<file path="src/rtl/miner_job_master.sv">
// Avalon-MM master: loads one job into the miner CSR slave, polls status, returns nonce.
// Ports: clk/n_rst, job_* (valid/ready in), result_* (valid/ready out), m_* Avalon master.
module miner_job_master #(
   parameter logic [23:0] TIMEOUT_CYCLES = 24'hFF_FFFF,
   parameter logic [4:0]  STATUS_ADDR    = 5'd1,
   parameter logic [4:0]  NONCE_ADDR     = 5'd2
) (
   input  logic         clk,
   input  logic         n_rst,
   input  logic         job_valid,
   output logic         job_ready,
   input  logic [255:0] job_target,
   input  logic [407:0] job_msg,
   output logic         result_valid,
   input  logic         result_ready,
   output logic         result_found,
   output logic [31:0]  result_nonce,
   output logic [4:0]   m_address,
   output logic [31:0]  m_writedata,
   output logic         m_write,
   output logic         m_read,
   output logic         m_chipselect,
   input  logic [31:0]  m_readdata
);

   typedef enum logic [3:0] {
      IDLE     = 4'd0,
      CLR      = 4'd1,
      WR_TGT   = 4'd2,
      WR_MSG   = 4'd3,
      SET      = 4'd4,
      POLL     = 4'd5,
      POLL_W   = 4'd6,
      RD_NONCE = 4'd7,
      NONCE_W  = 4'd8,
      DONE     = 4'd9
   } state_t;

   state_t         state;
   logic [255:0]   tgtReg;
   logic [407:0]   msgReg;
   logic [3:0]     beat;
   logic [23:0]    toCnt;
   logic [3:0]     nxtBeat;
   logic [415:0]   msgPad;
   logic [31:0]    tgtWord;
   logic [31:0]    msgWord;
   logic [23:0]    toCntInc;

   // Bus outputs are registered together with the state, so the beat
   // loaded on a transition is the one visible during the new state.
   assign nxtBeat  = beat + 4'd1;
   // Message padded by one zero byte so every register is a 32-bit slice.
   assign msgPad   = {msgReg, 8'h00};
   assign tgtWord  = tgtReg[{nxtBeat[2:0], 5'd0} +: 32];
   assign msgWord  = msgPad[{nxtBeat, 5'd0} +: 32];
   assign toCntInc = (toCnt == 24'hFF_FFFF) ? toCnt : toCnt + 24'd1;

   always_ff @(posedge clk or negedge n_rst) begin
      if (!n_rst) begin
         state        <= IDLE;
         tgtReg       <= '0;
         msgReg       <= '0;
         beat         <= '0;
         toCnt        <= '0;
         job_ready    <= 1'b1;
         result_valid <= 1'b0;
         result_found <= 1'b0;
         result_nonce <= '0;
         m_address    <= '0;
         m_writedata  <= '0;
         m_write      <= 1'b0;
         m_read       <= 1'b0;
         m_chipselect <= 1'b0;
      end else begin
         m_address    <= '0;
         m_writedata  <= '0;
         m_write      <= 1'b0;
         m_read       <= 1'b0;
         m_chipselect <= 1'b0;
         case (state)
            IDLE: begin
               if (job_valid) begin
                  tgtReg       <= job_target;
                  msgReg       <= job_msg;
                  job_ready    <= 1'b0;
                  state        <= CLR;
                  m_write      <= 1'b1;
                  m_chipselect <= 1'b1;
               end
            end
            CLR: begin
               state        <= WR_TGT;
               beat         <= '0;
               m_address    <= 5'd16;
               m_writedata  <= tgtReg[31:0];
               m_write      <= 1'b1;
               m_chipselect <= 1'b1;
            end
            WR_TGT: begin
               m_write      <= 1'b1;
               m_chipselect <= 1'b1;
               if (beat == 4'd7) begin
                  state       <= WR_MSG;
                  beat        <= '0;
                  m_address   <= 5'd3;
                  m_writedata <= msgPad[31:0];
               end else begin
                  beat        <= nxtBeat;
                  m_address   <= 5'd16 + {2'b00, nxtBeat[2:0]};
                  m_writedata <= tgtWord;
               end
            end
            WR_MSG: begin
               m_write      <= 1'b1;
               m_chipselect <= 1'b1;
               if (beat == 4'd12) begin
                  state       <= SET;
                  beat        <= '0;
                  m_writedata <= 32'h3;
               end else begin
                  beat        <= nxtBeat;
                  m_address   <= 5'd3 + {1'b0, nxtBeat};
                  m_writedata <= msgWord;
               end
            end
            SET: begin
               toCnt        <= '0;
               state        <= POLL;
               m_address    <= STATUS_ADDR;
               m_read       <= 1'b1;
               m_chipselect <= 1'b1;
            end
            POLL: begin
               toCnt <= toCntInc;
               state <= POLL_W;
            end
            POLL_W: begin
               toCnt <= toCntInc;
               // Found wins over a timeout reached in the same cycle.
               if (m_readdata[1]) begin
                  state        <= RD_NONCE;
                  m_address    <= NONCE_ADDR;
                  m_read       <= 1'b1;
                  m_chipselect <= 1'b1;
               end else if (toCnt >= TIMEOUT_CYCLES) begin
                  state        <= DONE;
                  result_valid <= 1'b1;
                  result_found <= 1'b0;
                  result_nonce <= '0;
               end else begin
                  state        <= POLL;
                  m_address    <= STATUS_ADDR;
                  m_read       <= 1'b1;
                  m_chipselect <= 1'b1;
               end
            end
            RD_NONCE: state <= NONCE_W;
            NONCE_W: begin
               state        <= DONE;
               result_valid <= 1'b1;
               result_found <= 1'b1;
               result_nonce <= m_readdata;
            end
            DONE: begin
               if (result_ready) begin
                  result_valid <= 1'b0;
                  job_ready    <= 1'b1;
                  state        <= IDLE;
               end
            end
            default: state <= IDLE;
         endcase
      end
   end

endmodule
</file>
<file path="config.mk">
export PLATFORM = sky130hd
export DESIGN_NAME = miner_job_master
export DESIGN_NICKNAME = d
export VERILOG_FILES = /design/src/rtl/miner_job_master.sv
export SDC_FILE = /design/constraint.sdc
export NUM_CORES = 1
export LEC_CHECK = 0
export CAP_MARGIN = 20
export CORE_AREA = 10 10 295 297
export CTS_CLUSTER_SIZE = 40
export DETAILED_ROUTE_END_ITERATION = 10
export DIE_AREA = 0 0 305 307
export GPL_ROUTABILITY_DRIVEN = 1
export GPL_TIMING_DRIVEN = 1
export HOLD_SLACK_MARGIN = 0.12
export PLACE_DENSITY_LB_ADDON = 0.12
export SYNTH_ARGS = -nofsm -noshare
export SYNTH_HDL_FRONTEND = slang
export SYNTH_SLANG_ARGS = --single-unit
</file>
<file path="constraint.sdc">
create_clock -name clk -period 4.3 [get_ports clk]
set_clock_uncertainty 0.05 [all_clocks]
set_input_delay 1.29 -clock clk [delete_from_list [all_inputs] [get_ports clk]]
set_output_delay 1.29 -clock clk [all_outputs]
set_load 0.02 [all_outputs]
</file>
==> results of run 1 <==
-- per-layer routing --
| layer | track usage (%) | wire length [um] | vias to the layer above |
|---|---|---|---|
| met2 | 42.8 | 61400 | 885 |
| met5 | 0 | 266 | - |
| met3 | 7.03 | 8810 | 201 |
| met1 | 32.0 | 49000 | 12100 |
| met4 | 9.12 | 3660 | 42 |
| li1 | - | - | 10100 |
-- registers in the layout, indices dropped and copies added (netlist names), 4 cells and up --
| register | flops |
|---|---|
| result_nonce | 32 |
| tgtReg | 256 |
| state | 4 |
| msgReg | 408 |
| toCnt | 24 |
| beat | 4 |
| m_address | 5 |
| m_writedata | 32 |
-- how the worst max path moves through the flow --
stage	startpoint	endpoint	slack, ps	depth (start not counted)
floorplan	beat[0]	m_writedata[12]	1260	10
finish	beat[0]	m_writedata[13]	510	5
global route	beat[0]	m_writedata[13]	320	5
CTS	beat[0]	m_writedata[13]	440	5
detailed placement	beat[0]	m_writedata[13]	450	5
global placement	beat[0]	m_writedata[13]	400	5
-- through the flow --
stage / std cells / hold slack (ps) / total power, mW / util, % / setup slack (ps)
2_1_floorplan: 2292 / 424 / 21.9 / - / 1260
4_1_cts: 4189 / 430 / 35.5 / 57.2 / 444
6_report: 4211 / 432 / 35.2 / 57.3 / 511
3_5_place_dp: 4032 / 419 / 27.7 / 53.5 / 448
5_1_grt: 4208 / 444 / 37.1 / 57.3 / 322
3_3_place_gp: 4032 / 404 / 27.3 / 53.5 / 402
-- cells by family after synthesis --
group | after synthesis | share of synthesized area (%)
muxes | 829 | 32.2
AOI/OAI and AO/OA | 194 | 4.35
buffers and inverters | 170 | 2.33
and+or+nand+nor | 312 | 4.42
DFF | 771 | 56.3
adders and majority gates | 3 | 0.109
xor gates and xnor gates | 13 | 0.332
-- where the power goes --
| part | switching [mW] | total, mW | internal, mW |
|---|---|---|---|
| logic | 6.92 | 14.7 | 7.73 |
| registers | 2.06 | 12.8 | 10.7 |
| clock network | 3.08 | 7.79 | 4.71 |
| total | 12.1 | 35.2 | 23.2 |
-- layout by cell type, fill, tap and decap left out, drive strengths merged, types with 3 or more instances in the layout --
master         synthesis  layout
nor4                   7       7
nor2b                  5       5
a222oi                25      25
o22ai                  4       4
a211oi                 4       4
mux2                 672     672
nand2                129     129
clkinv                 1      17
diode                  0      22
mux2i                  5       5
ha                     3       3
clkbuf                53     125
and3                   6       6
and2                   6       6
nand2b                 7       7
clkdlybuf4s50          0     773
nor3                  10      10
buf                  110      60
or2                    5       5
a22o                  33      33
bufinv                 0      10
o31ai                  7       7
nand3                 90      90
o21ai                 33      33
a22oi                  6       6
or4                    8       8
nor2                  23      23
xor2                   3       3
nand4                  7       7
a221o                 33      33
or3                    5       5
inv                    6      11
mux4                 152     152
xnor2                 10      10
a31oi                  4       4
a21oi                 32      32
dfrtp                770     770
-- worst min-delay path, delay by kind of cell, from the launching register on --
kind,cells,cell delay [ps]
flip-flops,1,370
AND/OR/NAND/NOR,2,110
-- area by class of cell --
type | instances | area (um^2) | share of cell area (%)
Timing Repair Buffer | 833 | 8550 | 18.3
Clock inverter | 32 | 494 | 1.06
Antenna cell | 22 | 55.1 | 0.118
Multi-Input combinational cell | 1351 | 14300 | 30.7
Sequential cell | 771 | 19300 | 41.4
Tap cell | 1070 | 1340 | 2.87
Clock buffer | 125 | 2530 | 5.43
Inverter | 7 | 26.3 | 0.0564
==> qor.txt, run 1 <==
Slowest-stage cell, CP -> a222oi_1
cell mode on critical path -> buf_4
TNS Setup -> 0 ps
routability congestion estimate -> 0.882
crit share post-route -> 88.1%
CTS root buf -> clkbuf_16
CP top delay family -> buffers and inverters
crit path DAT -> 4220 ps
Critical Path RT -> 4730 ps
Max stage delay on crit path -> 880 ps
CTS tree -> done
largest net degree at the start of global routing -> 111
r2r setup slk -> 510 ps
commonest cells in the netlist -> dfrtp_1 (770), mux2_2 (672), mux4_2 (152), nand2_1 (129), buf_2 (95)
critical path buffer and inverter count -> 2
CORE AREA -> 81300 um^2
die area -> 93600 um^2
crit path time final -> 3790 ps
fillcell total -> 6499
fmax -> 264 MHz
Synth cell types -> 57
top_reg_cell synth -> dfrtp_1
CTS Hold Bufs -> 0
Setup-failing EPs final -> 0
Yosys reg bits -> 771
CTS Buf Count -> 85
critical path type -> register to register
Yosys warning total -> 0
DP Area -> 43500 um^2
vias in the first global route -> 25700
area delta synth->final -> 35.8%
R2R Path Start -> beat[0]
status -> finished clean
largest cells by area after synthesis -> dfrtp_1 (56%), mux2_2 (22%), mux4_2 (10%)
asr flop ratio synth -> 100%
DRT antenna net count -> 0
1st-pass router iterations -> 8
reg2reg path depth -> 5
Pins Over Slew Limit -> 0
CP Capture Type -> register
Non-Filler Cell Area, Final -> 46600 um^2
MaxCap Viol Count -> 0
CTS Sinks -> 771
top-area cell type share of the netlist area -> 56.2%
final net count -> 3752
Hold/Removal Path Class -> register to register
Slew HR -> 31.1%
Max Fanout on Critical Path -> 39
Hold Vio Cnt, Final -> 0
Avg WL per Cell -> 29.3 um
hpwl dp -> 94600 um
area leader, netlist -> dfrtp_1
crit-path cells -> buf_4, buf_4, mux4_2, a222oi_1, nand3_1
Pwr Density -> 756 nW/um^2
GR Util All Layers -> 25.8%
pin slew with the least headroom to its limit -> 1030 ps
layout cell share with drive strength beyond 1 -> 33.7%
Hold Startpoint -> job_ready
Post-synth EDFFs -> 0
# resized after CTS -> 0
total grt overflow -> 0
first-pass GRT wire length -> 179000 um
final wirelength -> 123000 um
Post-CTS Setup Bufs -> 0
maximum vdd ir drop -> 0.000679 V
Starting Density -> 42.2%
drt drc -> 0
Leakage -> 19.6 nW
Row Count -> 105
Avg Cell Area, Syn -> 15.0 um^2
FF-to-FF End -> m_writedata[13]
H-tree Lvls -> 3
RSZ-0062 raised after global routing -> no
clk slew on worst S/H paths -> 60 ps
Clock Latency Late Sink -> 640 ps
startpoint types -> register
Mapped Cells -> 2292
io pins -> 775
worst hold path depth -> 2
Die Y -> 307 um
via count -> 23400
CTS max path bufs -> 3
port buffer count -> 774
initial antenna violation count -> 47
sequential-to-total area share from yosys stat -> 56.3%
Iteration-0 DRC Markers -> 1693
Vias/cell -> 5.55
most frequent cell after synthesis -> dfrtp_1
Worst Hold Path EP -> job_ready
chip width -> 305 um
Cell Area, Synth -> 34300 um^2
Mapped Nets -> 2995
Power figures use the tool's default switching activity.
==> run 2, diff against run 1 <==
--- a/config.mk
+++ b/config.mk
@@ -10,10 +10,11 @@
 export CTS_CLUSTER_SIZE = 40
 export DETAILED_ROUTE_END_ITERATION = 10
 export DIE_AREA = 0 0 305 307
-export GPL_ROUTABILITY_DRIVEN = 1
+export GPL_ROUTABILITY_DRIVEN = 0
 export GPL_TIMING_DRIVEN = 1
 export HOLD_SLACK_MARGIN = 0.12
 export PLACE_DENSITY_LB_ADDON = 0.12
+export SETUP_SLACK_MARGIN = 0.3
 export SYNTH_ARGS = -nofsm -noshare
 export SYNTH_HDL_FRONTEND = slang
 export SYNTH_SLANG_ARGS = --single-unit
==> results of run 2 <==
Same layout as run 1: the final DEF is identical, and so are final timing and power.
